--- src/rtl/bram_byte_access_master_if.sv ---
// LSU request/response channel plus the byte-enabled BRAM port, bundled for one
// bram_byte_access_master instance (master) and its environment (slave).
interface bram_byte_access_master_if #(
    parameter int ADDR_WIDTH = 8,
    parameter int DATA_WIDTH = 32
);
    logic                    req_valid;
    logic                    req_ready;
    logic                    req_write;
    logic [1:0]              req_size;
    logic                    req_unsigned;
    logic [ADDR_WIDTH+1:0]   req_addr;
    logic [DATA_WIDTH-1:0]   req_wdata;
    logic                    resp_valid;
    logic                    resp_ready;
    logic [DATA_WIDTH-1:0]   resp_rdata;
    logic                    resp_error;
    logic                    mem_readEnable;
    logic                    mem_writeEnable;
    logic [3:0]              mem_writeByteEnable;
    logic [ADDR_WIDTH-1:0]   mem_address;
    logic [DATA_WIDTH-1:0]   mem_writeData;
    logic [DATA_WIDTH-1:0]   mem_readData;

    modport master (
        input  req_valid, req_write, req_size, req_unsigned, req_addr, req_wdata,
        output req_ready,
        output resp_valid, resp_rdata, resp_error,
        input  resp_ready,
        output mem_readEnable, mem_writeEnable, mem_writeByteEnable, mem_address, mem_writeData,
        input  mem_readData
    );

    modport slave (
        output req_valid, req_write, req_size, req_unsigned, req_addr, req_wdata,
        input  req_ready,
        input  resp_valid, resp_rdata, resp_error,
        output resp_ready,
        input  mem_readEnable, mem_writeEnable, mem_writeByteEnable, mem_address, mem_writeData,
        output mem_readData
    );
endinterface

--- src/rtl/bram_byte_access_master.sv ---
// Single-outstanding LSU load/store master for one byte-enabled BRAM port.
// Optional BRAM_MISALIGN_TRAP_EN: misaligned half/word accesses return resp_error instead of aligning.
module bram_byte_access_master #(
    parameter int CORE       = 0,
    parameter int DATA_WIDTH = 32,  // only 32 is supported
    parameter int ADDR_WIDTH = 8
) (
    input  logic                        clock,
    input  logic                        reset,
    bram_byte_access_master_if.master   bus
);
    typedef enum logic [1:0] {IDLE, ACCESS, WAIT, RESP} state_t;

    state_t          state;
    logic            write_p0;
    logic [1:0]      size_p0;
    logic            uns_p0;
    logic [1:0]      off_p0;
    logic            req_err;
    logic [31:0]     unused_core;

    assign unused_core = 32'(CORE);

    function automatic logic [3:0] byte_enable(input logic [1:0] size, input logic [1:0] off);
        case (size)
            2'b00:   return 4'b0001 << off;
            2'b01:   return 4'b0011 << {off[1], 1'b0};
            2'b10:   return 4'b1111;
            default: return 4'b0000;
        endcase
    endfunction

    function automatic logic [DATA_WIDTH-1:0] lane_wdata(input logic [1:0] size,
                                                         input logic [DATA_WIDTH-1:0] w);
        case (size)
            2'b00:   return {4{w[7:0]}};
            2'b01:   return {2{w[15:0]}};
            default: return w;
        endcase
    endfunction

    function automatic logic [DATA_WIDTH-1:0] load_extend(input logic [1:0] size, input logic uns,
                                                          input logic [1:0] off,
                                                          input logic [DATA_WIDTH-1:0] rd);
        logic [DATA_WIDTH-1:0]        sh;
        logic signed [7:0]            b;
        logic signed [15:0]           h;
        logic signed [DATA_WIDTH-1:0] ext;
        sh  = rd;
        ext = rd;
        case (size)
            2'b00: begin
                sh  = rd >> {off, 3'b000};
                b   = sh[7:0];
                ext = b;
                if (uns) ext = {24'd0, sh[7:0]};
            end
            2'b01: begin
                sh  = rd >> {off[1], 4'b0000};
                h   = sh[15:0];
                ext = h;
                if (uns) ext = {16'd0, sh[15:0]};
            end
            default: ext = rd;
        endcase
        return ext;
    endfunction

    always_comb begin
        req_err = (bus.req_size == 2'b11);
`ifdef BRAM_MISALIGN_TRAP_EN
        if (bus.req_size == 2'b01 && bus.req_addr[0])          req_err = 1'b1;
        if (bus.req_size == 2'b10 && bus.req_addr[1:0] != 2'b00) req_err = 1'b1;
`endif
    end

    always_ff @(posedge clock) begin
        if (reset) begin
            state                   <= IDLE;
            bus.req_ready           <= 1'b0;
            bus.mem_readEnable      <= 1'b0;
            bus.mem_writeEnable     <= 1'b0;
            bus.mem_writeByteEnable <= 4'b0000;
            bus.mem_address         <= '0;
            bus.mem_writeData       <= '0;
            bus.resp_valid          <= 1'b0;
            bus.resp_rdata          <= '0;
            bus.resp_error          <= 1'b0;
        end else begin
            case (state)
                IDLE: begin
                    bus.req_ready <= 1'b1;
                    if (bus.req_valid && bus.req_ready) begin
                        bus.req_ready <= 1'b0;
                        write_p0      <= bus.req_write;
                        size_p0       <= bus.req_size;
                        uns_p0        <= bus.req_unsigned;
                        off_p0        <= bus.req_addr[1:0];
                        if (req_err) begin
                            // Rejected requests never touch the BRAM
                            state          <= RESP;
                            bus.resp_valid <= 1'b1;
                            bus.resp_error <= 1'b1;
                            bus.resp_rdata <= '0;
                        end else begin
                            state                   <= ACCESS;
                            bus.mem_address         <= bus.req_addr[ADDR_WIDTH+1:2];
                            bus.mem_readEnable      <= !bus.req_write;
                            bus.mem_writeEnable     <= bus.req_write;
                            bus.mem_writeByteEnable <= bus.req_write ?
                                byte_enable(bus.req_size, bus.req_addr[1:0]) : 4'b0000;
                            bus.mem_writeData       <= lane_wdata(bus.req_size, bus.req_wdata);
                        end
                    end
                end
                // ---- ACCESS: strobes visible to the BRAM for exactly this cycle
                ACCESS: begin
                    bus.mem_readEnable      <= 1'b0;
                    bus.mem_writeEnable     <= 1'b0;
                    bus.mem_writeByteEnable <= 4'b0000;
                    if (write_p0) begin
                        state          <= RESP;
                        bus.resp_valid <= 1'b1;
                        bus.resp_error <= 1'b0;
                        bus.resp_rdata <= '0;
                    end else begin
                        state <= WAIT;
                    end
                end
                // ---- WAIT: BRAM read data valid, align and extend into the response
                WAIT: begin
                    state          <= RESP;
                    bus.resp_valid <= 1'b1;
                    bus.resp_error <= 1'b0;
                    bus.resp_rdata <= load_extend(size_p0, uns_p0, off_p0, bus.mem_readData);
                end
                // ---- RESP: hold until the consumer takes it
                RESP: begin
                    if (bus.resp_ready) begin
                        state          <= IDLE;
                        bus.resp_valid <= 1'b0;
                        bus.req_ready  <= 1'b1;
                    end
                end
                default: state <= IDLE;
            endcase
        end
    end
endmodule

--- src/flat_wrapper.sv ---
// flat-port wrapper written by rule: the top's interface ports become plain ports
module bram_byte_access_master_flat 
#(
    parameter int CORE       = 0,
    parameter int DATA_WIDTH = 32,                         
    parameter int ADDR_WIDTH = 8
)
  (clock, reset, bus_req_valid, bus_req_write, bus_req_size, bus_req_unsigned, bus_req_addr, bus_req_wdata, bus_req_ready, bus_resp_valid, bus_resp_rdata, bus_resp_error, bus_resp_ready, bus_mem_readEnable, bus_mem_writeEnable, bus_mem_writeByteEnable, bus_mem_address, bus_mem_writeData, bus_mem_readData);
  bram_byte_access_master_if #(.ADDR_WIDTH(ADDR_WIDTH), .DATA_WIDTH(DATA_WIDTH)) bus_i ();
  input  logic clock;
  input  logic reset;
  input wire logic [$bits(bus_i.req_valid)-1:0] bus_req_valid;
  input wire logic [$bits(bus_i.req_write)-1:0] bus_req_write;
  input wire logic [$bits(bus_i.req_size)-1:0] bus_req_size;
  input wire logic [$bits(bus_i.req_unsigned)-1:0] bus_req_unsigned;
  input wire logic [$bits(bus_i.req_addr)-1:0] bus_req_addr;
  input wire logic [$bits(bus_i.req_wdata)-1:0] bus_req_wdata;
  output wire logic [$bits(bus_i.req_ready)-1:0] bus_req_ready;
  output wire logic [$bits(bus_i.resp_valid)-1:0] bus_resp_valid;
  output wire logic [$bits(bus_i.resp_rdata)-1:0] bus_resp_rdata;
  output wire logic [$bits(bus_i.resp_error)-1:0] bus_resp_error;
  input wire logic [$bits(bus_i.resp_ready)-1:0] bus_resp_ready;
  output wire logic [$bits(bus_i.mem_readEnable)-1:0] bus_mem_readEnable;
  output wire logic [$bits(bus_i.mem_writeEnable)-1:0] bus_mem_writeEnable;
  output wire logic [$bits(bus_i.mem_writeByteEnable)-1:0] bus_mem_writeByteEnable;
  output wire logic [$bits(bus_i.mem_address)-1:0] bus_mem_address;
  output wire logic [$bits(bus_i.mem_writeData)-1:0] bus_mem_writeData;
  input wire logic [$bits(bus_i.mem_readData)-1:0] bus_mem_readData;
  assign bus_i.req_valid = bus_req_valid;
  assign bus_i.req_write = bus_req_write;
  assign bus_i.req_size = bus_req_size;
  assign bus_i.req_unsigned = bus_req_unsigned;
  assign bus_i.req_addr = bus_req_addr;
  assign bus_i.req_wdata = bus_req_wdata;
  assign bus_req_ready = bus_i.req_ready;
  assign bus_resp_valid = bus_i.resp_valid;
  assign bus_resp_rdata = bus_i.resp_rdata;
  assign bus_resp_error = bus_i.resp_error;
  assign bus_i.resp_ready = bus_resp_ready;
  assign bus_mem_readEnable = bus_i.mem_readEnable;
  assign bus_mem_writeEnable = bus_i.mem_writeEnable;
  assign bus_mem_writeByteEnable = bus_i.mem_writeByteEnable;
  assign bus_mem_address = bus_i.mem_address;
  assign bus_mem_writeData = bus_i.mem_writeData;
  assign bus_i.mem_readData = bus_mem_readData;
  bram_byte_access_master #(.CORE(CORE), .DATA_WIDTH(DATA_WIDTH), .ADDR_WIDTH(ADDR_WIDTH)) u_core (.clock(clock), .reset(reset), .bus(bus_i));
endmodule
--- config.mk ---
export PLATFORM = sky130hd
export DESIGN_NAME = bram_byte_access_master_flat
export DESIGN_NICKNAME = d
export VERILOG_FILES = /design/src/rtl/bram_byte_access_master_if.sv /design/src/rtl/bram_byte_access_master.sv /design/src/flat_wrapper.sv
export SDC_FILE = /design/constraint.sdc
export NUM_CORES = 1
export LEC_CHECK = 0
export CAP_MARGIN = 10
export CORE_MARGIN = 5
export CORE_UTILIZATION = 40
export CTS_CLUSTER_DIAMETER = 120
export DETAILED_ROUTE_END_ITERATION = 6
export PLACE_DENSITY = 0.77
export SETUP_SLACK_MARGIN = 0.1
export SLEW_MARGIN = 20
export SYNTH_ARGS = -nofsm -noshare
export SYNTH_HDL_FRONTEND = slang
export SYNTH_SLANG_ARGS = --single-unit
export TNS_END_PERCENT = 50
--- constraint.sdc ---
create_clock -name clock -period 1.8 [get_ports clock]
set_input_delay 0.45 -clock clock [delete_from_list [all_inputs] [get_ports clock]]
set_output_delay 0.45 -clock clock [all_outputs]
set_load 0.01 [all_outputs]
==> summary.txt <==
Status
  • Run status: complete, no violations

Place
  • DP Area: 6210 um2
  • Detailed Place HPWL: 9880 um
  • Final GP Congestion: 0.905
  • Port-buffer cells: 162

Clock tree
  • CTS Buf Count: 9
  • CTS clk-pin slew, worst paths: 0.10 ns
  • CTS sink count: 89
  • Longest Clk Path Bufs: 2
  • CTS tree: done
  • CTS H-tree lvls: 3
  • Clk Latency, worst-skew pair: 0.36 ns
  • Root Driver: clkbuf_8

Power
  • Worst vdd rail ir drop: 564 uV
  • Tot Pwr: 0.00595 W
  • Leak: 3.38 nW
  • PwrDens: 891 nW/um2

Drt
  • Total wire length: 13700 um
  • DRT Pass-1 Iters: 4
  • Drc violations: 0
  • Drt initial violations: 144
  • Post-route ant nets: 0
  • Via-to-Cell Ratio: 5.25
  • Vias post-DR: 4212
  • WL/cell: 17.1 um

Die
  • Site Rows: 37
  • Top Ports: 163
  • Core ar.: 10300 um2
  • Starting density of the core: 0.410
  • Die height: 113 um
  • Full die area: 12700 um2
  • Die width: 113 um

Yosys
  • #FFs+latches synth: 89
  • Post-synth EDFFs: 6
  • Post-Syn Area: 4210 um2
  • Synth top area share: 0.395
  • Async S/R FF share, synth: 0
  • Prevailing post-synth register cell: dfxtp_1
  • Most numerous cell in the Yosys netlist: nand2_1
  • Area leader, netlist: dfxtp_1
  • Synth warnings: 0
  • Post-Syn Instances: 478
  • Syn Nets: 564
  • Syn Area/Cell: 8.81 um2
  • Distinct cells, synth: 44
  • Seq/Total Area, Yosys: 0.437
  • Synth area leaders: dfxtp_1 39%, nand2_1 8.2%, mux2i_1 7.8%
  • Synth top cells by count: 92 x nand2_1, 83 x dfxtp_1, 43 x nor2_1

GRT
  • Initial antenna violation count: 0
  • Global Route Usage Sum: 0.196
  • Largest net degree at the start of global routing: 50
  • Global route overflow: 0
  • First-pass GRT wire length: 20300 um
  • Number of global-route vias before repair: 4056

STA
  • # setup viols final: 0
  • Final hold vios: 0
  • Clock skew: 0.0165 ns
  • Max frequency: 566 MHz
  • Fin. max-slew vios: 0
  • Final period util: 0.982
  • Tmin final: 1.77 ns
  • Slew HR: 0.608
  • Slew @ Worst Pin: 0.588 ns
  • Unrepaired setup endpoints after global routing: true

Layout
  • Layout cell share with drive strength beyond 1: 0.174
  • Design Area, Final: 6680 um2
  • Inserted Diodes: 0
  • Area Growth Syn to Fin: 58.6%
  • Final #Nets: 748

Critical path
  • CP peak stage delay: 0.50 ns
  • Crit path max fanout: 7
  • Crit path DAT: 2.02 ns
  • Nature of the critical path startpoint: input pin
  • Required @ worst endpoint: 2.05 ns
  • CP max stage cell: clkdlybuf4s50_1
  • CP Capture Type: flop
  • Crit-path cells: clkdlybuf4s50_1 > mux2_2 > a221oi_4 > nand2_1 > a32o_1
  • Critical path class: input pin to flop

Job
  • Maxcap violations: 0

Hold path
  • Hold Path Class: input pin to flop
cell usage in the layout, fill, tap and decap left out, types with 4 or more instances in the layout:
master,netlist,layout
o31ai_2,0,4
a211oi_2,0,5
nand2_1,92,91
buf_12,0,7
mux2i_1,33,32
dfxtp_1,83,80
nand2b_1,19,19
buf_4,2,31
edfxtp_1,6,6
inv_1,7,5
a311oi_1,9,7
nor2b_1,28,28
o21ai_0,24,20
clkbuf_8,0,11
a32o_1,8,8
clkdlybuf4s50_1,0,80
dlymetal6s2s_1,0,39
o21ai_2,10,14
a211oi_1,10,5
a21oi_1,24,23
nor2_1,43,43
dlygate4sd2_1,0,42
mux2_2,9,9
metal layers:
| layer | up-vias | GRT usage | wire length [um] |
|---|---|---|---|
| met5 | - | 0 | 0 |
| met4 | 0 | 0.0561 | 212 |
| met3 | 16 | 0.0857 | 1410 |
| met2 | 183 | 0.324 | 6510 |
| met1 | 1993 | 0.231 | 5590 |
| li1 | 2020 | - | - |
cell families (layout without fill, tap and decap cells):
| group | Yosys count | after routing | synth area share |
|---|---|---|---|
| AOI/OAI and AO/OA | 111 | 111 | 0.191 |
| muxes | 43 | 43 | 0.106 |
| and+or+nand+nor | 191 | 191 | 0.205 |
| adders and majority gates | 4 | 4 | 0.0119 |
| DFF | 89 | 89 | 0.437 |
| buffers and inverters | 40 | 229 | 0.0484 |
report_power, final:
group	switching [W]	total (W)	internal [W]	leakage [nW]
Sequential	0.000158	0.00241	0.00225	0.728
Clock	0.000753	0.00134	0.000588	0.101
Combinational	0.00107	0.00220	0.00113	2.55
Total	0.00198	0.00595	0.00397	3.38
sequential cells by signal, indices dropped and copies added (netlist names):
signal	flops
u_core.bus.mem_address	8
u_core.bus.mem_writeData	32
u_core.size_p0	2
u_core.uns_p0	1
u_core.bus.mem_writeEnable	1
u_core.bus.resp_rdata	32
u_core.bus.resp_valid	1
u_core.bus.mem_writeByteEnable	4
u_core.state	2
u_core.bus.mem_readEnable	1
u_core.off_p0	2
u_core.write_p0	1
u_core.bus.req_ready	1
u_core.bus.resp_error	1
worst max-delay path: cells and delay by family:
kind / cells / cell delay, ns
multiplexers: 1 / 0.33
AND/OR/NAND/NOR: 1 / 0.11
buffers and inverters: 1 / 0.50
AO/OA/AOI/OAI: 2 / 0.62
cell type report:
cell class | count | area, um2
timing repair buffer | 206 | 2150
clock buffer | 11 | 151
inverter | 7 | 28.8
multi-input combinational | 349 | 2300
tap | 136 | 170
clock inverter | 5 | 35.0
fill | 854 | 3600
sequential | 89 | 1850
per-stage QoR:
stage / utilization / hold slack [ns] / TNS (ns) / cells / setup WS, ns
global placement: 0.604 / 0.436 / -12.50 / 781 / -0.244
floorplan: - / 0.471 / 0 / 478 / 0.104
global route: 0.650 / 0.363 / -0.0506 / 803 / -0.0345
detailed placement: 0.604 / 0.440 / -14.57 / 781 / -0.259
CTS: 0.617 / 0.343 / 0 / 797 / 0.0803
finish: 0.650 / 0.354 / 0 / 803 / 0.0330
worst paths after layout:
kind | slack [ns] | cells past startpoint | end | start
min reg2reg | 0.45 | 2 | u_core.bus.resp_rdata[26]$_SDFFE_PP0P_ | u_core.bus.resp_rdata[26]$_SDFFE_PP0P_
max reg2reg | 0.04 | 4 | u_core.bus.resp_rdata[11]$_SDFFE_PP0P_ | u_core.off_p0[1]$_DFFE_PP_
max | 0.03 | 5 | u_core.bus.resp_rdata[11]$_SDFFE_PP0P_ | bus_mem_readData[15]
min | 0.35 | 2 | u_core.state[0]$_SDFFE_PP0P_ | reset
timing repair:
item,4_1_cts,5_1_grt
gates resized for setup,44,70
setup endpoints to repair,86,93
buffers inserted,0,3
hold buffers,0,0
pin swaps,0,12
cloned,0,3
No activity file was read; power rests on OpenSTA's default activity.
